### config.mk
export PLATFORM = sky130hd
export DESIGN_NAME = tmds_channel_rx
export DESIGN_NICKNAME = d
export VERILOG_FILES = /design/src/rtl/tmds_pkg.sv /design/src/rtl/tmds_symbol_decode.sv /design/src/rtl/tmds_channel_rx.sv
export SDC_FILE = /design/constraint.sdc
export NUM_CORES = 1
export LEC_CHECK = 0
export ABC_AREA = 1
export BUFFER_PORTS_ARGS = -buffer_cell sky130_fd_sc_hd__buf_2
export CAP_MARGIN = 20
export CORE_MARGIN = 1
export CORE_UTILIZATION = 50
export DETAILED_ROUTE_END_ITERATION = 8
export PLACE_DENSITY = 0.68
export SETUP_SLACK_MARGIN = 0.1
export SKIP_LAST_GASP = 1
export SYNTH_ARGS = -nofsm -noshare
export SYNTH_HDL_FRONTEND = slang
export SYNTH_SLANG_ARGS = --single-unit
### constraint.sdc
create_clock -name clk_pixel -period 1.8 [get_ports clk_pixel]
set_input_delay 0.36 -clock clk_pixel [delete_from_list [all_inputs] [get_ports clk_pixel]]
set_output_delay 0.36 -clock clk_pixel [all_outputs]
set_load 0.03 [all_outputs]
### src/rtl/tmds_pkg.sv
// ----------------------------------------------------------------------------
// tmds_pkg
// Shared definitions for the TMDS channel receiver: the four 10-bit control
// tokens (written MSB..LSB, bit 0 is the first bit on the wire) and the
// alignment FSM state type.
// ----------------------------------------------------------------------------
package tmds_pkg;

    localparam logic [9:0] CTRL_TOKEN_00 = 10'b1101010100;
    localparam logic [9:0] CTRL_TOKEN_01 = 10'b0010101011;
    localparam logic [9:0] CTRL_TOKEN_10 = 10'b0101010100;
    localparam logic [9:0] CTRL_TOKEN_11 = 10'b1010101011;

    typedef enum logic [1:0] {
        SEARCH = 2'd0,
        VERIFY = 2'd1,
        LOCKED = 2'd2
    } rx_state_t;

endpackage

### src/rtl/tmds_symbol_decode.sv
// ----------------------------------------------------------------------------
// tmds_symbol_decode
// Purely combinational 10b -> 8b / control decoder for one aligned symbol.
//
// Ports
//   aligned_word : in  [9:0] symbol already aligned to the 10-bit boundary
//   is_ctrl      : out       1 when aligned_word is one of the control tokens
//   ctrl         : out [1:0] control code {c1,c0} (0 when not a token)
//   data         : out [7:0] video byte decoded from aligned_word
// ----------------------------------------------------------------------------
module tmds_symbol_decode
    import tmds_pkg::*;
(
    input  logic [9:0] aligned_word,
    output logic       is_ctrl,
    output logic [1:0] ctrl,
    output logic [7:0] data
);

    // Bit 9 flags that the transmitter inverted the payload to balance DC.
    logic [7:0] w_q;
    assign w_q = aligned_word[9] ? ~aligned_word[7:0] : aligned_word[7:0];

    // Bit 8 selects whether the chain was built with XOR (1) or XNOR (0).
    always_comb begin
        data    = 8'd0;
        data[0] = w_q[0];
        for (int i = 1; i < 8; i++) begin
            data[i] = aligned_word[8] ? (w_q[i] ^ w_q[i-1]) : ~(w_q[i] ^ w_q[i-1]);
        end
    end

    always_comb begin
        is_ctrl = 1'b1;
        ctrl    = 2'b00;
        case (aligned_word)
            CTRL_TOKEN_00: ctrl = 2'b00;
            CTRL_TOKEN_01: ctrl = 2'b01;
            CTRL_TOKEN_10: ctrl = 2'b10;
            CTRL_TOKEN_11: ctrl = 2'b11;
            default:       is_ctrl = 1'b0;
        endcase
    end

endmodule

### src/rtl/tmds_channel_rx.sv
// ----------------------------------------------------------------------------
// tmds_channel_rx
// One TMDS channel receiver: finds the 10-bit symbol boundary in a stream of
// arbitrarily rotated deserialized words, then decodes control/video symbols.
//
// Parameters
//   CTRL_RUN      : consecutive control tokens needed to declare lock
//   SEARCH_WINDOW : cycles spent at one bit offset before trying the next
//   LOCK_TIMEOUT  : cycles allowed in lock without a full token run
//
// Ports
//   clk_pixel  : in        pixel clock, the only clock
//   reset      : in        asynchronous, active-high reset
//   raw_word   : in  [9:0] deserialized word, bit 0 earliest, any rotation
//   de         : out       1 during a decoded video symbol
//   ctrl       : out [1:0] last decoded control code {c1,c0}
//   data       : out [7:0] decoded video byte
//   locked     : out       symbol alignment established
//   bit_offset : out [3:0] current alignment offset, 0..9
//
// Pipeline: raw_word -> r_prev -> r_aligned -> decoded outputs (3 edges).
// ----------------------------------------------------------------------------
module tmds_channel_rx
    import tmds_pkg::*;
#(
    parameter int CTRL_RUN      = 8,
    parameter int SEARCH_WINDOW = 2048,
    parameter int LOCK_TIMEOUT  = 4096
) (
    input  logic       clk_pixel,
    input  logic       reset,
    input  logic [9:0] raw_word,
    output logic       de,
    output logic [1:0] ctrl,
    output logic [7:0] data,
    output logic       locked,
    output logic [3:0] bit_offset
);

    localparam int RUN_W = $clog2(CTRL_RUN + 1);
    localparam int WIN_W = (SEARCH_WINDOW > 1) ? $clog2(SEARCH_WINDOW) : 1;
    localparam int TMO_W = (LOCK_TIMEOUT > 1) ? $clog2(LOCK_TIMEOUT) : 1;

    localparam logic [RUN_W-1:0] RUN_FULL = RUN_W'(CTRL_RUN);
    localparam logic [RUN_W-1:0] RUN_LAST = RUN_W'(CTRL_RUN - 1);
    localparam logic [RUN_W-1:0] RUN_ONE  = RUN_W'(1);
    localparam logic [WIN_W-1:0] WIN_LAST = WIN_W'(SEARCH_WINDOW - 1);
    localparam logic [TMO_W-1:0] TMO_LAST = TMO_W'(LOCK_TIMEOUT - 1);

    logic [9:0]       r_prev;
    logic [9:0]       r_aligned;
    logic [19:0]      w_window;

    rx_state_t        r_state;
    rx_state_t        w_state_nxt;
    logic [RUN_W-1:0] r_run_cnt;
    logic [RUN_W-1:0] w_run_nxt;
    logic [WIN_W-1:0] r_window_cnt;
    logic [WIN_W-1:0] w_window_nxt;
    logic [TMO_W-1:0] r_timeout_cnt;
    logic [TMO_W-1:0] w_timeout_nxt;
    logic [3:0]       r_bit_offset;
    logic [3:0]       w_offset_nxt;

    logic             w_is_ctrl;
    logic [1:0]       w_ctrl;
    logic [7:0]       w_data;

    logic             r_de;
    logic [1:0]       r_ctrl;
    logic [7:0]       r_data;
    logic             r_locked;

    // ---- stage 1/2: previous word and aligned symbol ----
    // The window holds the older word in its low half, so offset k selects
    // the ten bits starting k bits into the older word.
    assign w_window = {raw_word, r_prev};

    always_ff @(posedge clk_pixel or posedge reset) begin
        if (reset) begin
            r_prev    <= 10'd0;
            r_aligned <= 10'd0;
        end else begin
            r_prev    <= raw_word;
            r_aligned <= w_window[r_bit_offset +: 10];
        end
    end

    tmds_symbol_decode u_decode (
        .aligned_word (r_aligned),
        .is_ctrl      (w_is_ctrl),
        .ctrl         (w_ctrl),
        .data         (w_data)
    );

    // Alignment FSM. Counters stop at their terminal value before they could
    // wrap, because reaching it always triggers a transition or a clear.
    always_comb begin
        w_state_nxt   = r_state;
        w_run_nxt     = r_run_cnt;
        w_window_nxt  = r_window_cnt;
        w_timeout_nxt = r_timeout_cnt;
        w_offset_nxt  = r_bit_offset;
        case (r_state)
            SEARCH: begin
                if (w_is_ctrl) begin
                    if (CTRL_RUN <= 1) begin
                        w_state_nxt   = LOCKED;
                        w_run_nxt     = RUN_FULL;
                        w_timeout_nxt = '0;
                    end else begin
                        w_state_nxt = VERIFY;
                        w_run_nxt   = RUN_ONE;
                    end
                end else if (r_window_cnt == WIN_LAST) begin
                    w_offset_nxt = (r_bit_offset == 4'd9) ? 4'd0 : r_bit_offset + 4'd1;
                    w_window_nxt = '0;
                end else begin
                    w_window_nxt = r_window_cnt + 1'b1;
                end
            end
            VERIFY: begin
                if (w_is_ctrl) begin
                    if (r_run_cnt >= RUN_LAST) begin
                        w_state_nxt   = LOCKED;
                        w_run_nxt     = RUN_FULL;
                        w_timeout_nxt = '0;
                    end else begin
                        w_run_nxt = r_run_cnt + 1'b1;
                    end
                end else begin
                    w_state_nxt  = SEARCH;
                    w_run_nxt    = '0;
                    w_window_nxt = '0;
                end
            end
            LOCKED: begin
                if (w_is_ctrl && (r_run_cnt >= RUN_LAST)) begin
                    // A complete token run (or any token extending one)
                    // refreshes the lock.
                    w_run_nxt     = RUN_FULL;
                    w_timeout_nxt = '0;
                end else begin
                    w_run_nxt = w_is_ctrl ? r_run_cnt + 1'b1 : '0;
                    if (r_timeout_cnt == TMO_LAST) begin
                        w_state_nxt   = SEARCH;
                        w_run_nxt     = '0;
                        w_window_nxt  = '0;
                        w_timeout_nxt = '0;
                    end else begin
                        w_timeout_nxt = r_timeout_cnt + 1'b1;
                    end
                end
            end
            default: begin
                w_state_nxt   = SEARCH;
                w_run_nxt     = '0;
                w_window_nxt  = '0;
                w_timeout_nxt = '0;
            end
        endcase
    end

    always_ff @(posedge clk_pixel or posedge reset) begin
        if (reset) begin
            r_state       <= SEARCH;
            r_run_cnt     <= '0;
            r_window_cnt  <= '0;
            r_timeout_cnt <= '0;
            r_bit_offset  <= 4'd0;
            r_locked      <= 1'b0;
        end else begin
            r_state       <= w_state_nxt;
            r_run_cnt     <= w_run_nxt;
            r_window_cnt  <= w_window_nxt;
            r_timeout_cnt <= w_timeout_nxt;
            r_bit_offset  <= w_offset_nxt;
            r_locked      <= (w_state_nxt == LOCKED);
        end
    end

    // ---- stage 3: decoded outputs ----
    // Gated by the state being entered on this edge so outputs and locked
    // always change together; ctrl keeps the last code across video symbols.
    always_ff @(posedge clk_pixel or posedge reset) begin
        if (reset) begin
            r_de   <= 1'b0;
            r_ctrl <= 2'b00;
            r_data <= 8'd0;
        end else if (w_state_nxt != LOCKED) begin
            r_de   <= 1'b0;
            r_ctrl <= 2'b00;
            r_data <= 8'd0;
        end else if (w_is_ctrl) begin
            r_de   <= 1'b0;
            r_ctrl <= w_ctrl;
            r_data <= 8'd0;
        end else begin
            r_de   <= 1'b1;
            r_data <= w_data;
        end
    end

    assign de         = r_de;
    assign ctrl       = r_ctrl;
    assign data       = r_data;
    assign locked     = r_locked;
    assign bit_offset = r_bit_offset;

endmodule

==> summary.md <==
| Metric | Value |
|---|---|
| Status | finished clean |
| Die Y | 91.66 um |
| Syn avg cell area | 7.294 sq um |
| Total Routed Length | 8.940 mm |
| Via/cell ratio | 5.147 |
| R2R Path End | bit_offset[0] |
| Max_cap viols | 0 |
| TritonRoute pass-1 iters | 4 |
| Met3 Resource Use GR | 0.04561 |
| Async S/R FF share, synth | 1.000 |
| Seq pwr share | 0.458 |
| Root buffer cell | clkbuf_8 |
| # DRC | 0 |
| Sw frac | 0.2980 |
| CTS tree | yes |
| Flop and latch count out of synthesis | 65 |
| Critical Path AT | 1980 ps |
| Synth top area share | 0.4047 |
| Largest net degree at the start of global routing | 38 |
| Number of synthesized flops with an enable pin | 0 |
| Peak supply drop | ~430 uV |
| Startpoint Class | flop |
| Vias | ~3600 |
| Placed Area | 4337 sq um |
| Fin util | 0.6066 |
| DIE WIDTH | 91.66 um |
| Ports | 28 |
| Top-count cell post-synth | nand2_1 |
| Final Hold Viols | 0 |
| Tcrit/Tclk final | 0.9473 |
| Global-route congestion overflow total | 0 |
| RSZ-0062 raised after global routing | yes |
| Worst r2r src | r_aligned[4] |
| Number of fill cells | 717 |
| Final nets | about 620 |
| Leading area contributor after synthesis | dfrtp_1 |
| Post-synthesis adder-cell area fraction | 0.02802 |
| DR iter-0 viols | around 180 |
| Most used cell, CP | nand2_4 |
| Fin crit period | between 1500 and 2000 ps |
| WL per Instance | 12.63 um |
| Synth Area in Simple Gates | 0.3789 |
| Worst-path cell chain | buf_4 -> ha_1 -> nand2_1 -> nor2_2 -> nand2_2 -> nand2_4 -> inv_2 -> nand2_4 -> nor2_4 -> xor2_1 |
| Antenna Violating Nets Remaining | 0 |
| Critical-path maximum fanout | 6 |
| First-pass GRT wire length | 15.10 mm |
| WS Path Type | reg2reg |
| Unique masters post-synth | 36 |
| FMAX | ~590 MHz |
| GPL Wtd Cong | 0.9058 |
| Sink Count | 65 |
| Least-Margin Pin Slew | 469.1 ps |
| Multiplexer share of the synthesized area | 0.002802 |
| HPWL after DPL | 6.226 mm |
| Core Rows | 32 |
| Post-route cell area | 4712 sq um |
| P_leak | 2.530 nW |
| CTS Buf Count | 9 |
| WP data required | between 2000 and 2500 ps |
| Antenna cells | 0 |
| Slew Viols, Final | 0 |
| Syn. warnings | 0 |
| Post-synthesis compound-gate area fraction | 0.06102 |
| GR peak layer | met2 |
| PwrDens | 795.2 nW/um^2 |
| Clk_skew | 8.092 ps |
| Relative slew margins | 0.6873 |
| Clk pwr share | 0.378 |
| Clock Pin Slew Worst Setup and Hold Paths | 80 ps |
| Total GRT Usage | 0.2242 |
| Fraction of layout cells with a size suffix above 1 | 0.1881 |
| Clk buf depth | 2 |
| FF-to-FF path depth | 10 |
| Htree depth | 3 |
| Crit path buffers/inverters | 2 |
| Crit. End Element | flop |
| Worst R2R Setup Slack | about 95 ps |
| Internal | 0.002631 W |
| Core area | between 7000 and 8000 sq um |
| Vias in the first global route | 3398 |
| Post-synth top flop | dfrtp_1 |
| Worst Hold Class | in2async |
| Commonest cells in the synthesized netlist | 189 x nand2_1, 65 x dfrtp_1, 63 x nand3_1 |
| Clock latency on the worst-skew pair | 350 ps |
| Starting density of the core | 0.5174 |
| Post-Synth XOR/XNOR Area | 0.04577 |
| Sw Pwr | 0.001116 W |
| CP delay by family, top | simple AND/OR/NAND/NOR gates |
| Die ar. | ~8400 sq um |
| DP Worst Slack | 46.37 ps |
| Initial antenna violation count | 0 |
| Post-Syn Instances | 551 |
| Footprint of the multi-input gates | 2185 sq um |
| Combinational fraction of design power | 0.164 |
| Sequential cell area | 1627 sq um |
| Slowest stage cell, crit path | dfrtp_1 |
| Fin Setup TNS | 0 ps |
| GRT met2 Usage | 0.3596 |
| Setup violators final | 0 |
| Buffers added on ports | 27 |
| Area growth, synth to finish | 17.25% |
| Syn nets | 572 |
| Worst path max stage delay | a little over 400 ps |
| Register area share after synthesis | 0.4047 |
| Largest family of logic cells by synthesized area | simple AND/OR/NAND/NOR gates |
| GR Layer Usage met1 | 0.2988 |
| PnR worst setup slack | about 95 ps |
| Top cells by area, synth | dfrtp_1 40%, nand2_1 18%, nand3_1 7.8% |
| Synth Cell Area | ~4000 sq um |
[power by group through the flow]
stage / combinational (W) / clock, W / sequential, W
floorplan: 0.000442 / 0 / 0.00170
global placement: 0.000557 / 0 / 0.00173
detailed placement: 0.000582 / 0 / 0.00173
CTS: 0.000592 / 0.00144 / 0.00171
global route: 0.000709 / 0.00152 / 0.00174
finish: 0.000613 / 0.00142 / 0.00172
[how the worst max path moves through the flow]
stage,cells after the start,end,startpoint
detailed placement,11,r_window_cnt[6],r_aligned[2]
floorplan,7,r_aligned[1],bit_offset[1]
finish,10,bit_offset[0],r_aligned[4]
global route,10,r_window_cnt[2],r_aligned[4]
global placement,10,data[1],r_aligned[2]
CTS,10,r_window_cnt[1],r_aligned[2]
[stage by stage]
step / hold WS [ps] / cells / total power [W]
after detailed placement: 480.4 / 684 / 0.002314
after CTS: 99.37 / 700 / 0.003739
final: 102.0 / 708 / 0.003747
after floorplan: 391.4 / 551 / 0.002145
after global placement: 470.0 / 684 / 0.002287
after global routing: 116.7 / 708 / 0.003965
[tightest hold or removal path, stage by stage]
cell and delay [ps]:
buf_2 110, clkinvlp_4 60, buf_4 320
[cells by family (layout without fill, tap and decap cells)]
group / Yosys count / count (layout)
muxes: 1 / 1
and+or+nand+nor: 339 / 342
AOI/OAI and AO/OA: 45 / 45
xor gates and xnor gates: 21 / 21
DFF: 65 / 65
buffers and inverters: 71 / 123
adders and majority gates: 9 / 9
[placed cells by master (no fill, tap or decap), types with 2 or more instances in the layout]
master      synthesis  layout
nand3b_1            2       2
a21oi_1             6       6
o21bai_1            3       3
inv_2               2       2
o211ai_1            2       2
bufinv_16           0       2
or2_2               5       5
nand3_4             1       4
inv_6               0       2
dfrtp_1            65      65
o21ai_0            24      23
xnor2_1             5       5
xor2_1             16      16
nand2_2             4      11
nand3_1            63      63
clkinvlp_4          0       3
clkbuf_8            0       9
ha_1                9       8
buf_4               1      27
nor2_2              3       3
nand2_1           189     181
nor2_1             42      40
nand2_4             2       4
nand4_1             8       8
buf_2               7      27
inv_1              49      48
nand3_2             4       3
o21ai_1             8       8
and2_1             10      10
nor2_4              3       5
[state kept, by name, indices dropped and copies added, names as in the netlist]
register       cells
r_timeout_cnt     12
r_window_cnt      11
r_aligned         10
r_prev            10
data               8
bit_offset         4
r_run_cnt          4
ctrl               2
r_state            2
de                 1
locked             1
[area by class of cell]
class,count,share of cell area
Multi-Input combinational cell,418,0.4636
Clock buffer,9,0.02629
Inverter,52,0.04222
Clock inverter,7,0.02151
Tap cell,102,0.02708
Timing Repair Buffer,55,0.07408
Sequential cell,65,0.3452
[routing by layer]
| layer | part of all wire | vias to the layer above |
|---|---|---|
| met1 | 0.47 | 1685 |
| met2 | 0.46 | 95 |
| met3 | 0.055 | 15 |
| li1 | - | 1849 |
| met5 | 0 | - |
| met4 | 0.016 | 0 |
[repair_timing]
action                                  CTS  global route
gates cloned                              0             3
endpoints found under the hold margin     0             0
hold buffers                              0             0
setup buffers                             0             5
pin swaps                                 0             5
resized for setup                         2            20
endpoints found under the setup margin   22            41
Power figures use the tool's default switching activity.
